**src/rtl/enemy_manager_if.sv**
```systemverilog
// enemy_manager_if: bullet-hit request handshake into the enemy manager.
// The hit source drives valid/slot; the manager answers with ready.
interface enemy_manager_if;
  logic       hit_valid;
  logic [2:0] hit_slot;
  logic       hit_ready;

  modport master (
    output hit_valid,
    output hit_slot,
    input  hit_ready
  );

  modport slave (
    input  hit_valid,
    input  hit_slot,
    output hit_ready
  );
endinterface

```
**src/rtl/enemy_manager.sv**
```systemverilog
// enemy_manager: per-frame enemy slot sequencer (move, spawn, hits).
// Optional macro ENEMY_SPEEDUP_EN: kill counter speeds up descent.
module enemy_manager #(
  parameter int N_SLOTS      = 5,
  parameter int SPAWN_PERIOD = 60,
  parameter int STEP         = 1,
  parameter int Y_START      = 8,
  parameter int Y_LIMIT      = 472,
  parameter int X_MIN        = 64
) (
  input  logic                   clk,
  input  logic                   reset,
  input  logic                   frame_tick,
  enemy_manager_if.slave         hit,
  output logic [N_SLOTS-1:0]     enemy_active,
  output logic [10*N_SLOTS-1:0]  enemy_x,
  output logic [10*N_SLOTS-1:0]  enemy_y,
  output logic [2*N_SLOTS-1:0]   enemy_type,
  output logic [4*N_SLOTS-1:0]   enemy_health,
  output logic                   kill_pulse,
  output logic [1:0]             kill_type,
  output logic                   escape_pulse
);
  typedef enum logic [1:0] {IDLE, MOVE, SPAWN} state_t;

  localparam logic [2:0]  LAST    = 3'(N_SLOTS - 1);
  localparam logic [15:0] CNT_TOP = 16'(SPAWN_PERIOD - 1);

  state_t             state;
  logic [2:0]         idx;
  logic               pending;
  logic               ready;
  logic [15:0]        spawn_cnt;
  logic [15:0]        lfsr;
  logic [N_SLOTS-1:0] act;
  logic [9:0]         xs  [N_SLOTS];
  logic [9:0]         ys  [N_SLOTS];
  logic [1:0]         tys [N_SLOTS];
  logic [3:0]         hps [N_SLOTS];

  logic [9:0] step;
  logic [9:0] cur_y;
  logic [9:0] y_new;
  logic       hit_live;
  logic [3:0] hit_hp;
  logic [1:0] hit_ty;
  logic       free_ok;
  logic [2:0] free_idx;
  logic [1:0] new_ty;
  logic [3:0] new_hp;
  logic [9:0] new_x;
  logic       accept;

  assign hit.hit_ready = ready;
  assign accept = hit.hit_valid && ready;

`ifdef ENEMY_SPEEDUP_EN
  logic [5:0] kill_cnt;

  // Saturating kill count; every 16 kills adds one pixel of step
  always_ff @(posedge clk) begin
    if (reset) begin
      kill_cnt <= '0;
    end else if (accept && hit_live && hit_hp <= 4'd1
                 && kill_cnt != 6'h3f) begin
      kill_cnt <= kill_cnt + 6'd1;
    end
  end

  assign step = 10'(STEP) + 10'(kill_cnt >> 4);
`else
  assign step = 10'(STEP);
`endif

  // Slot lookups: hit target, slot under MOVE, lowest free slot
  always_comb begin
    hit_live = 1'b0;
    hit_hp   = '0;
    hit_ty   = '0;
    cur_y    = '0;
    free_ok  = 1'b0;
    free_idx = '0;
    for (int i = 0; i < N_SLOTS; i++) begin
      if (hit.hit_slot == 3'(i)) begin
        hit_live = act[i];
        hit_hp   = hps[i];
        hit_ty   = tys[i];
      end
      if (idx == 3'(i)) cur_y = ys[i];
    end
    for (int i = N_SLOTS - 1; i >= 0; i--) begin
      if (!act[i]) begin
        free_ok  = 1'b1;
        free_idx = 3'(i);
      end
    end
  end

  assign y_new = cur_y + step;

  // New enemy attributes drawn from the free-running LFSR
  always_comb begin
    new_ty = (lfsr[10:9] == 2'd3) ? 2'd2 : lfsr[10:9];
    new_x  = 10'(X_MIN) + {1'b0, lfsr[8:0]};
    unique case (1'b1)
      (new_ty == 2'd0): new_hp = 4'd1;
      (new_ty == 2'd1): new_hp = 4'd3;
      default:          new_hp = 4'd4;
    endcase
  end

  // Fibonacci LFSR, taps 16,14,13,11, stepping every cycle
  always_ff @(posedge clk) begin
    if (reset) lfsr <= 16'hACE1;
    else lfsr <= {lfsr[14:0], lfsr[15] ^ lfsr[13] ^ lfsr[12] ^ lfsr[10]};
  end

  // Frame sequencer: IDLE takes hits, MOVE walks slots, SPAWN fills one
  always_ff @(posedge clk) begin
    if (reset) begin
      state        <= IDLE;
      idx          <= '0;
      pending      <= 1'b0;
      ready        <= 1'b0;
      spawn_cnt    <= '0;
      kill_pulse   <= 1'b0;
      kill_type    <= '0;
      escape_pulse <= 1'b0;
      act          <= '0;
      for (int i = 0; i < N_SLOTS; i++) begin
        xs[i]  <= '0;
        ys[i]  <= '0;
        tys[i] <= '0;
        hps[i] <= '0;
      end
    end else begin
      kill_pulse   <= 1'b0;
      escape_pulse <= 1'b0;
      unique case (state)
        IDLE: begin
          if (accept && hit_live) begin
            for (int i = 0; i < N_SLOTS; i++) begin
              if (hit.hit_slot == 3'(i)) begin
                if (hit_hp > 4'd1) begin
                  hps[i] <= hit_hp - 4'd1;
                end else begin
                  act[i]     <= 1'b0;
                  xs[i]      <= '0;
                  ys[i]      <= '0;
                  tys[i]     <= '0;
                  hps[i]     <= '0;
                  kill_pulse <= 1'b1;
                  kill_type  <= hit_ty;
                end
              end
            end
          end
          if (frame_tick || pending) begin
            state   <= MOVE;
            idx     <= '0;
            pending <= 1'b0;
            ready   <= 1'b0;
          end else begin
            ready <= 1'b1;
          end
        end
        MOVE: begin
          if (frame_tick) pending <= 1'b1;
          for (int i = 0; i < N_SLOTS; i++) begin
            if (idx == 3'(i) && act[i]) begin
              if (y_new >= 10'(Y_LIMIT)) begin
                act[i]       <= 1'b0;
                xs[i]        <= '0;
                ys[i]        <= '0;
                tys[i]       <= '0;
                hps[i]       <= '0;
                escape_pulse <= 1'b1;
              end else begin
                ys[i] <= y_new;
              end
            end
          end
          if (idx == LAST) begin
            if (spawn_cnt == CNT_TOP) begin
              spawn_cnt <= '0;
              state     <= SPAWN;
            end else begin
              spawn_cnt <= spawn_cnt + 16'd1;
              state     <= IDLE;
              ready     <= 1'b1;
            end
          end else begin
            idx <= idx + 3'd1;
          end
        end
        SPAWN: begin
          if (frame_tick) pending <= 1'b1;
          for (int i = 0; i < N_SLOTS; i++) begin
            if (free_ok && free_idx == 3'(i)) begin
              act[i] <= 1'b1;
              xs[i]  <= new_x;
              ys[i]  <= 10'(Y_START);
              tys[i] <= new_ty;
              hps[i] <= new_hp;
            end
          end
          state <= IDLE;
          ready <= 1'b1;
        end
        default: begin
          state <= IDLE;
          ready <= 1'b0;
        end
      endcase
    end
  end

  assign enemy_active = act;

  for (genvar g = 0; g < N_SLOTS; g++) begin : g_pack
    assign enemy_x[10*g +: 10]     = xs[g];
    assign enemy_y[10*g +: 10]     = ys[g];
    assign enemy_type[2*g +: 2]    = tys[g];
    assign enemy_health[4*g +: 4]  = hps[g];
  end
endmodule

```
**src/flat_wrapper.sv**
```systemverilog
// flat-port wrapper written by rule: the top's interface ports become plain ports
module enemy_manager_flat 
#(
  parameter int N_SLOTS      = 5,
  parameter int SPAWN_PERIOD = 60,
  parameter int STEP         = 1,
  parameter int Y_START      = 8,
  parameter int Y_LIMIT      = 472,
  parameter int X_MIN        = 64
)
  (clk, reset, frame_tick, enemy_active, enemy_x, enemy_y, enemy_type, enemy_health, kill_pulse, kill_type, escape_pulse, hit_hit_valid, hit_hit_slot, hit_hit_ready);
  enemy_manager_if hit_i ();
  input  logic clk;
  input  logic reset;
  input  logic frame_tick;
  output logic [N_SLOTS-1:0] enemy_active;
  output logic [10*N_SLOTS-1:0] enemy_x;
  output logic [10*N_SLOTS-1:0] enemy_y;
  output logic [2*N_SLOTS-1:0] enemy_type;
  output logic [4*N_SLOTS-1:0] enemy_health;
  output logic kill_pulse;
  output logic [1:0] kill_type;
  output logic escape_pulse;
  input wire logic [$bits(hit_i.hit_valid)-1:0] hit_hit_valid;
  input wire logic [$bits(hit_i.hit_slot)-1:0] hit_hit_slot;
  output wire logic [$bits(hit_i.hit_ready)-1:0] hit_hit_ready;
  assign hit_i.hit_valid = hit_hit_valid;
  assign hit_i.hit_slot = hit_hit_slot;
  assign hit_hit_ready = hit_i.hit_ready;
  enemy_manager #(.N_SLOTS(N_SLOTS), .SPAWN_PERIOD(SPAWN_PERIOD), .STEP(STEP), .Y_START(Y_START), .Y_LIMIT(Y_LIMIT), .X_MIN(X_MIN)) u_core (.clk(clk), .reset(reset), .frame_tick(frame_tick), .hit(hit_i), .enemy_active(enemy_active), .enemy_x(enemy_x), .enemy_y(enemy_y), .enemy_type(enemy_type), .enemy_health(enemy_health), .kill_pulse(kill_pulse), .kill_type(kill_type), .escape_pulse(escape_pulse));
endmodule
```
**config.mk**
```make
export PLATFORM = sky130hd
export DESIGN_NAME = enemy_manager_flat
export DESIGN_NICKNAME = d
export VERILOG_FILES = /design/src/rtl/enemy_manager_if.sv /design/src/rtl/enemy_manager.sv /design/src/flat_wrapper.sv
export SDC_FILE = /design/constraint.sdc
export NUM_CORES = 1
export LEC_CHECK = 0
export BUFFER_PORTS_ARGS = -buffer_cell sky130_fd_sc_hd__clkbuf_2
export CAP_MARGIN = 20
export CORE_MARGIN = 5
export CORE_UTILIZATION = 45
export DETAILED_ROUTE_END_ITERATION = 6
export GPL_ROUTABILITY_DRIVEN = 0
export GPL_TIMING_DRIVEN = 0
export MAX_ROUTING_LAYER = met4
export PLACE_DENSITY = 0.75
export SLEW_MARGIN = 10
export SYNTH_ARGS = -nofsm -noshare
export SYNTH_HDL_FRONTEND = slang
export SYNTH_SLANG_ARGS = --single-unit
export TNS_END_PERCENT = 30
```
**constraint.sdc**
```tcl
create_clock -name clk -period 9.3 [get_ports clk]
set_input_delay 0.93 -clock clk [delete_from_list [all_inputs] [get_ports clk]]
set_output_delay 0.93 -clock clk [all_outputs]
set_load 0.005 [all_outputs]
```
=== Yosys cells after proc, flatten, opt, wreduce, memory -nomap -nowiden ===
Memory sizes are Yosys's and may differ from the RTL's.
Cells that the tools add are included.

* Add/sub/neg operators: 5
* Order comparisons: 2
* Equality and inequality tests: 40
* Multiplexer cells: 286
* Bitwise logic cells: 76
* Reductions and logical operators: 35

{| class="wikitable"
|+ Operators with widths
! cell !! count
|-
| 10-bit 2-to-1 mux || 40
|-
| 1-bit 2-to-1 mux || 169
|-
| 4-bit 2-to-1 mux || 25
|-
| 2-bit 2-to-1 mux || 37
|-
| 1-bit OR || 70
|-
| 2-bit by 1-bit inequality test with 1-bit output, second input constant || 20
|-
| 7-bit AND reduction || 5
|-
| 3-bit 2-to-1 mux || 7
|-
| 3-bit by 2-bit == test with 1-bit output, second input constant || 6
|-
| 16-bit by 1-bit adder with 16-bit output, second input constant || 1
|-
| 16-bit by 6-bit == test with 1-bit output, second input constant || 1
|-
| 16-bit 2-to-1 mux || 1
|-
| 5-bit case mux with 3 select lines || 1
|-
| 1-bit logical AND || 12
|-
| 3-bit case mux with 2 select lines || 2
|-
| 10-bit by 1-bit adder with 10-bit output, second input constant || 1
|-
| 7-bit by 9-bit adder with 10-bit output, first input constant || 1
|-
| 10-bit by 9-bit greater-or-equal comparator with 1-bit output, second input constant || 1
|-
| 3-bit by 1-bit == test with 1-bit output, second input constant || 3
|-
| 3-bit == test, second input constant || 3
|-
| 3-bit logical NOT || 3
|-
| 2-bit AND reduction || 4
|-
| 2-bit inequality test, second input constant || 3
|-
| 3-bit AND reduction || 2
|-
| 17 further kinds || 26
|}

* Bits in registers: 48
* Bits in writable memories: 130
* Output and inout bits: 140
* Memories kept: 4

{| class="wikitable"
|+ Memories
! memory !! words !! bits a word !! rd ports !! clocked after memory_dff !! wr ports !! RTL line !! text
|-
| u_core.xs || 5 || 10 || 5 || 0 || 5 || enemy_manager.sv:36 || <nowiki>logic [9:0] xs [N_SLOTS];</nowiki>
|-
| u_core.ys || 5 || 10 || 5 || 0 || 5 || enemy_manager.sv:37 || <nowiki>logic [9:0] ys [N_SLOTS];</nowiki>
|-
| u_core.hps || 5 || 4 || 5 || 0 || 5 || enemy_manager.sv:39 || <nowiki>logic [3:0] hps [N_SLOTS];</nowiki>
|-
| u_core.tys || 5 || 2 || 5 || 0 || 5 || enemy_manager.sv:38 || <nowiki>logic [1:0] tys [N_SLOTS];</nowiki>
|}

=== Logic depth before layout (Yosys ltp) ===
Gate-level depths: netlist (run 1).

* Depth in word-level cells: 20
* Mapped depth: 19
* Gate-level depth less buffers: 13

=== Least setup slack after synthesis (run 1) ===
OpenSTA, ideal clock, no wires.

* Path kind: in2reg
* Start point: input port hit_hit_slot[1]
* End point: memory u_core.tys[1][0], in the netlist u_core.tys[0][2], enable pin
* Library setup time: 387 ps
* Arrival: 4393 ps
* Required time: 8913 ps
* Setup slack: 4520 ps
* Cell stages on the path: 13
* Cell sequence: clkbuf_1 > clkbuf_1 > mux4_2 > a22o_1 > inv_1 > ha_1 > o2bb2ai_1 > a211o_1 > or4_1 > nand2b_4 > nor2_1 > o22ai_1 > a22oi_1

{| class="wikitable"
|+ RTL lines
! item !! RTL line !! text
|-
| from (decl) || flat_wrapper.sv:25 || <nowiki>input wire logic [$bits(hit_i.hit_slot)-1:0] hit_hit_slot;</nowiki>
|-
| to (decl) || enemy_manager.sv:38 ||
|}

==> metrics.yaml, run 1 <==
timing:
  finalSetupViolations: 0
  grt_setup_unrepaired: "no"
  min_period_over_period_pct: 60.1
  clock_skew_ns: 0.00914
  relSlewSlack_pct: 32.7
  worstMarginPinSlew_ns: 1.01
  slew_viol_final: 0
  period_minus_slack_ns: 5.58
  fmax_ghz: 0.179
  timing_hold_violations_final: 0
  fin_tns_setup_ns: 0
synthesis:
  ys_seq_area_share_pct: 59.4
  yosysMostFrequentCell: "edfxtp_1"
  ys_seq_elements: 178
  synth_async_sr_flop_share_pct: 0
  synth_edf_count: 130
  synth_commonest_cells: "edfxtp_1 (130), nor2_1 (89), nand2_1 (50), dfxtp_1 (48), a21oi_1 (28)"
  synth_top_cell_by_area: "edfxtp_1"
  netlist_area_mm2: 0.00818
  synth_cell_types: 78
  syn_inst: 721
  avgSynthCellArea_um2: 11.3
  synth_flop_cell: "edfxtp_1"
  ys_warn_count: 0
  synth_top_area_share_pct: 47.7
  synthTopCellsByArea: "edfxtp_1 (48%), dfxtp_1 (12%), nor2_1 (4.1%)"
place:
  dpl-instance-area_mm2: 0.00929
  io_buffer_count: 144
  place_hpwl_um: 16500
worst_setup_path:
  r2r_start: "u_core.idx[2]"
  crit_fanout: 10
  cp.required_ns: 9.44
  start_kind: "register"
  cp.arrival_ns: 5.72
  end_kind: "register"
  r2r-end: "u_core.ys[0][39]"
  worst-setup-path-type: "register to register"
  regToRegSetupSlack_ns: 3.72
  rr_worst_depth: 19
hold_path:
  hold_class: "register to register"
  holdCritStartpoint: "u_core.lfsr[14]"
  worstHoldPathCells: 1
  hold_path_end: "u_core.lfsr[15]"
cts:
  cts_resized: 0
  clk_pin_slew_ns: 0.07
  htree_levels: 4
  clock_latency_ns: 0.43
  cts_sinks: 178
  numCtsBuffers: 17
  cts_setup_buffers: 0
  cts-root-buf: "clkbuf_16"
  clk_path_buf_depth: 2
  cts_tree: "yes"
  hold_buffers: 0
power_and_ir_drop:
  max-vdd-ir-drop_v: 0.000131
  p_per_area_mw_per_mm2: 186
  swShare_pct: 26.2
  p_seq_share_pct: 48.3
  p_clk_share_pct: 40.0
  power_frac_comb_pct: 11.7
  switching_power_uw: 483
  p_leak_nw: 3.92
  p_int_mw: 1.36
global_route:
  grtUsageTotal_pct: 22.8
  antenna_found_initial: 0
  grt_pass1_wl_um: 35100
  gr-total-overflow: 0
  first_global_vias: 6366
  grt_max_degree: 19
die:
  die_y_um: 145
  initial_core_util_pct: 45.6
  core_mm2: 0.0180
  dieArea_mm2: 0.0210
  die_w_um: 145
  rows: 49
  ioPinCount: 147
status:
  outcome: "finished clean"
finish:
  syn2layout_area_growth_pct: 21.0
  final_nets: 915
  antenna_cells: 0
  drive_above_1_share_pct: 24.9
  stdcell_area_mm2: 0.00990
detailed_routing:
  drt_iter0_drc: 673
  drt_wl_total_um: 22800
  wire_per_inst_um: 20.1
  ant_nets: 0
  vias: 6634
  dr.pass1.iters: 5
  vias_per_cell: 5.84
  drc_errors: 0
flow_run:
  maxCapViolations: 0
-- logic make-up after synthesis --
| logic type | Yosys count | share of synthesized area, % |
|---|---|---|
| buffers and inverters | 62 | 3.33 |
| muxes | 12 | 1.94 |
| and+or+nand+nor | 277 | 17.2 |
| xor gates and xnor gates | 25 | 2.68 |
| AOI/OAI and AO/OA | 151 | 13.1 |
| adders and majority gates | 15 | 2.29 |
| DFF | 178 | 59.4 |
| other | 1 | 0.0458 |
-- layer usage --
layer	wire length (um)	global-route usage [%]	vias up
met1	9220	29.2	3171
li1	-	-	3041
met3	2510	7.16	64
met5	0	-	-
met2	10500	34.6	358
met4	576	7.41	0
-- worst max-delay path, stage by stage (launching register included) --
cell and delay (ns):
dfxtp_1 0.35, buf_6 0.14, clkbuf_1 0.42, inv_1 0.21, ha_1 0.35, or2_2 0.38, a221oi_1 0.30, or2_2 0.17
clkbuf_1 0.29, ha_1 0.32, inv_1 0.08, a21oi_1 0.16, and4b_1 0.22, a211oi_1 0.06, o31a_1 0.35, buf_6 0.16
buf_2 0.19, a21o_1 0.23, o221ai_1 0.59, buf_4 0.31
-- registers in the layout (all words and copies together), names as in the netlist, 2 cells and up --
signal	count
u_core.xs	50
u_core.lfsr	16
u_core.kill_type	2
u_core.tys	10
u_core.ys	50
u_core.enemy_active	5
u_core.state	2
u_core.spawn_cnt	16
u_core.hps	20
u_core.idx	3
-- final cells by class --
class	instances	area, um^2
Inverter	21	78.8
Fill cell	1554	8060
Timing Repair Buffer	150	774
Multi-Input combinational cell	484	3100
Buffer	41	194
Clock inverter	15	180
Sequential cell	178	4860
Clock buffer	17	425
Tap cell	229	287
-- cells in the final DEF, fill, tap and decap left out, types with 13 or more instances in the layout --
| cell type | count |
|---|---|
| inv_1 | 19 |
| o21ai_0 | 19 |
| xor2_1 | 15 |
| nor3_1 | 21 |
| a21oi_1 | 26 |
| edfxtp_1 | 130 |
| o22ai_1 | 13 |
| dfxtp_1 | 48 |
| nand3b_1 | 13 |
| ha_1 | 15 |
| clkbuf_2 | 144 |
| clkbuf_1 | 24 |
| clkbuf_16 | 17 |
| nand2_1 | 50 |
| nor2_1 | 89 |
| nand3_1 | 19 |
-- how the worst max path moves through the flow --
stage               startpoint               end  slack, ns  depth (start not counted)
2_1_floorplan  hit_hit_slot[1]  u_core.tys[0][2]       4.52                         13
3_3_place_gp   hit_hit_slot[1]  u_core.xs[0][13]       3.28                         13
3_5_place_dp     u_core.idx[2]  u_core.ys[0][30]       3.77                         19
4_1_cts          u_core.idx[2]  u_core.ys[0][38]       3.73                         19
5_1_grt          u_core.idx[2]  u_core.ys[0][36]       3.28                         19
6_report         u_core.idx[2]  u_core.ys[0][39]       3.72                         19
-- metrics by stage --
stage / instances / setup WS (ns) / utilization [%] / total power, mW / hold slack [ns]
2_1_floorplan: 724 / 4.52 / - / 1.05 / 0.389
3_3_place_gp: 1097 / 3.28 / 51.2 / 1.12 / 0.393
3_5_place_dp: 1103 / 3.77 / 51.7 / 1.12 / 0.400
4_1_cts: 1135 / 3.73 / 55.1 / 1.85 / 0.415
5_1_grt: 1135 / 3.28 / 55.1 / 1.92 / 0.446
6_report: 1135 / 3.72 / 55.1 / 1.85 / 0.418
-- power groups by stage --
stage,Clock (mW),Sequential (mW),Combinational [mW]
after floorplan,0,0.908,0.139
after global placement,0,0.909,0.207
after detailed placement,0,0.909,0.212
after CTS,0.750,0.891,0.213
after global routing,0.788,0.894,0.238
final,0.739,0.891,0.215
Power figures use the tool's default switching activity.
==> inputs of run 2 (changes only) <==
Settings changed: PLACE_DENSITY 0.75 to 0.77.
Clock period 9.3 ns to 4.7 ns, I/O delays scaled along.
==> run 2 against run 1 <==
Die area did not move. Critical path depth decreased by 4. First-iteration DRC count down 11%. Flip-flop and latch count unchanged. Wire length is 2.0% higher. Setup slack lost 3.5 ns. Utilization up 0.66 points. Non-clock buffer count rose by 6. Global-route usage grew 0.36 points. Highest routed layer unchanged.
==> metrics.yaml, run 2 (same netlist as run 1, synthesis figures left out) <==
status:
  outcome: "finished clean"
worst_setup_path:
  path_cells: "clkbuf_2 -> clkbuf_1 -> clkinv_1 -> and3_1 -> a31oi_1 -> o22a_1 -> ha_1 -> o2bb2ai_1 -> a211o_1 -> or4_1 -> nand2b_4 -> nor2_1 -> o22ai_1 -> a22oi_2 -> buf_6"
  cp.buffers_inverters: 4
  crit_fanout: 10
  worst-setup-path-type: "input port to register"
  max_stage_delay_ns: 0.50
  cp.arrival_ns: 4.61
  start_kind: "input port"
  cp.required_ns: 4.83
  r2r-end: "u_core.xs[0][2]"
  r2r_start: "u_core.idx[2]"
  rr_worst_depth: 20
  cp_slowest_cell: "or4_1"
  crit_family: "simple AND/OR/NAND/NOR gates"
  end_kind: "register"
  regToRegSetupSlack_ns: 0.22
cts:
  numCtsBuffers: 17
  clock_latency_ns: 0.43
  cts-root-buf: "clkbuf_16"
  cts_tree: "yes"
  clk_pin_slew_ns: 0.06
  htree_levels: 4
  cts_sinks: 178
  clk_path_buf_depth: 2
power_and_ir_drop:
  p_int_mw: 2.64
  swShare_pct: 26.0
  max-vdd-ir-drop_v: 0.000253
  switching_power_uw: 925
  p_clk_share_pct: 38.0
  p_seq_share_pct: 49.5
  p_leak_nw: 3.95
  p_per_area_mw_per_mm2: 356
  power_frac_comb_pct: 12.5
detailed_routing:
  vias: 6721
  drt_wl_total_um: 23300
  ant_nets: 0
  vias_per_cell: 5.89
  drc_errors: 0
  wire_per_inst_um: 20.4
  drt_iter0_drc: 598
  dr.pass1.iters: 5
finish:
  layout_commonest_cell: "clkbuf_2"
  utilization_pct: 55.8
  regArea_mm2: 0.00486
  syn2layout_area_growth_pct: 22.4
  nFillCells: 1544
  stdcell_area_mm2: 0.0100
  antenna_cells: 0
  drive_above_1_share_pct: 26.0
  final_nets: 921
  final_cell_mix: "clkbuf_2 (144), edfxtp_1 (130), nor2_1 (89), nand2_1 (50), dfxtp_1 (48)"
  multi_input_area_mm2: 0.00317
  reg.largest.list: "u_core.xs: 50 flops, u_core.ys: 50 flops, u_core.hps: 20 flops"
die:
  initial_core_util_pct: 45.6
  die_y_um: 145
  die_w_um: 145
  rows: 49
  dieArea_mm2: 0.0210
  core_mm2: 0.0180
  ioPinCount: 147
timing:
  timing_hold_violations_final: 0
  min_period_over_period_pct: 95.4
  clock_skew_ns: 0.0121
  period_minus_slack_ns: 4.48
  relSlewSlack_pct: 37.6
  slew_viol_final: 0
  grt_setup_unrepaired: "no"
  fin_tns_setup_ns: 0
  hold_ws_ns: 0.370
  worstMarginPinSlew_ns: 0.934
  fmax_ghz: 0.223
  finalSetupViolations: 0
place:
  io_buffer_count: 144
  dpl-instance-area_mm2: 0.00929
  place_hpwl_um: 16800
hold_path:
  worstHoldPathCells: 3
  hold_path_end: "u_core.pending"
  holdCritStartpoint: "frame_tick"
  hold_class: "input port to register"
global_route:
  grtUsageTotal_pct: 23.1
  first_global_vias: 6470
  gr-total-overflow: 0
  grt_max_degree: 17
  antenna_found_initial: 0
  grt_pass1_wl_um: 36100
flow_run:
  maxCapViolations: 0
==> run 2: cell types whose count changed in the layout (fill, tap and decap cells not counted), sizes merged <==
cell and change:
buf +7, bufinv -1, clkinv +5, clkinvlp +1, inv -6
==> run 2: layout make-up <==
| cell class | count | area share, % |
|---|---|---|
| inverters | 21 | 0.787 |
| multi-input cells | 484 | 31.7 |
| clock buffers | 18 | 4.28 |
| clock inverters | 14 | 1.31 |
| flip-flops and latches | 178 | 48.6 |
| well taps | 229 | 2.86 |
| repair buffers | 157 | 8.59 |
| plain buffers | 40 | 1.94 |
==> run 2: how the worst max path moves through the flow <==
stage                     slack, ns          endpoint            start  cells past startpoint
after detailed placement      -0.65  u_core.ys[0][30]    u_core.idx[2]                     19
after global routing           0.02   u_core.xs[0][2]    u_core.idx[2]                     20
after CTS                      0.03  u_core.ys[0][39]    u_core.idx[2]                     18
after global placement        -1.25  u_core.tys[0][2]    u_core.idx[2]                     18
after floorplan                0.16  u_core.tys[0][0]    u_core.idx[2]                     18
final                          0.22  u_core.xs[0][13]  hit_hit_slot[2]                     15
==> run 2: power groups by stage <==
| stage | clock, mW | combinational [mW] | sequential [mW] |
|---|---|---|---|
| CTS | 1.37 | 0.436 | 1.76 |
| global route | 1.45 | 0.486 | 1.77 |
| global placement | 0 | 0.408 | 1.80 |
| finish | 1.35 | 0.447 | 1.76 |
| floorplan | 0 | 0.274 | 1.80 |
| detailed placement | 0 | 0.423 | 1.80 |
==> run 2: through the flow <==
| stage | setup WS (ns) | power (mW) | instances |
|---|---|---|---|
| 6_report | 0.218 | 3.56 | 1141 |
| 5_1_grt | 0.0199 | 3.70 | 1141 |
| 4_1_cts | 0.0306 | 3.57 | 1140 |
| 3_5_place_dp | -0.647 | 2.22 | 1104 |
| 3_3_place_gp | -1.25 | 2.21 | 1097 |
| 2_1_floorplan | 0.162 | 2.07 | 724 |
==> run 2: what timing repair did <==
item / CTS / global route
pin swaps: 4 / 1
resized for setup: 9 / 7
setup endpoints to repair: 180 / 140
gates cloned: 0 / 0
buffers inserted: 5 / 1
hold buffers: 0 / 0
==> run 2: worst min-delay path, cell delays in order <==
cell and delay [ns]:
clkbuf_2 0.10, a21oi_1 0.13, nor3_1 0.05
==> run 2: routing by layer <==
metal | part of all wire, % | track usage [%] | routed length [um] | up-vias
li1 | - | - | - | 3045
met3 | 11 | 7.13 | 2510 | 68
met5 | 0 | - | 0 | -
met1 | 40 | 29.4 | 9270 | 3230
met4 | 3.0 | 7.76 | 688 | 0
met2 | 47 | 35.4 | 10800 | 378
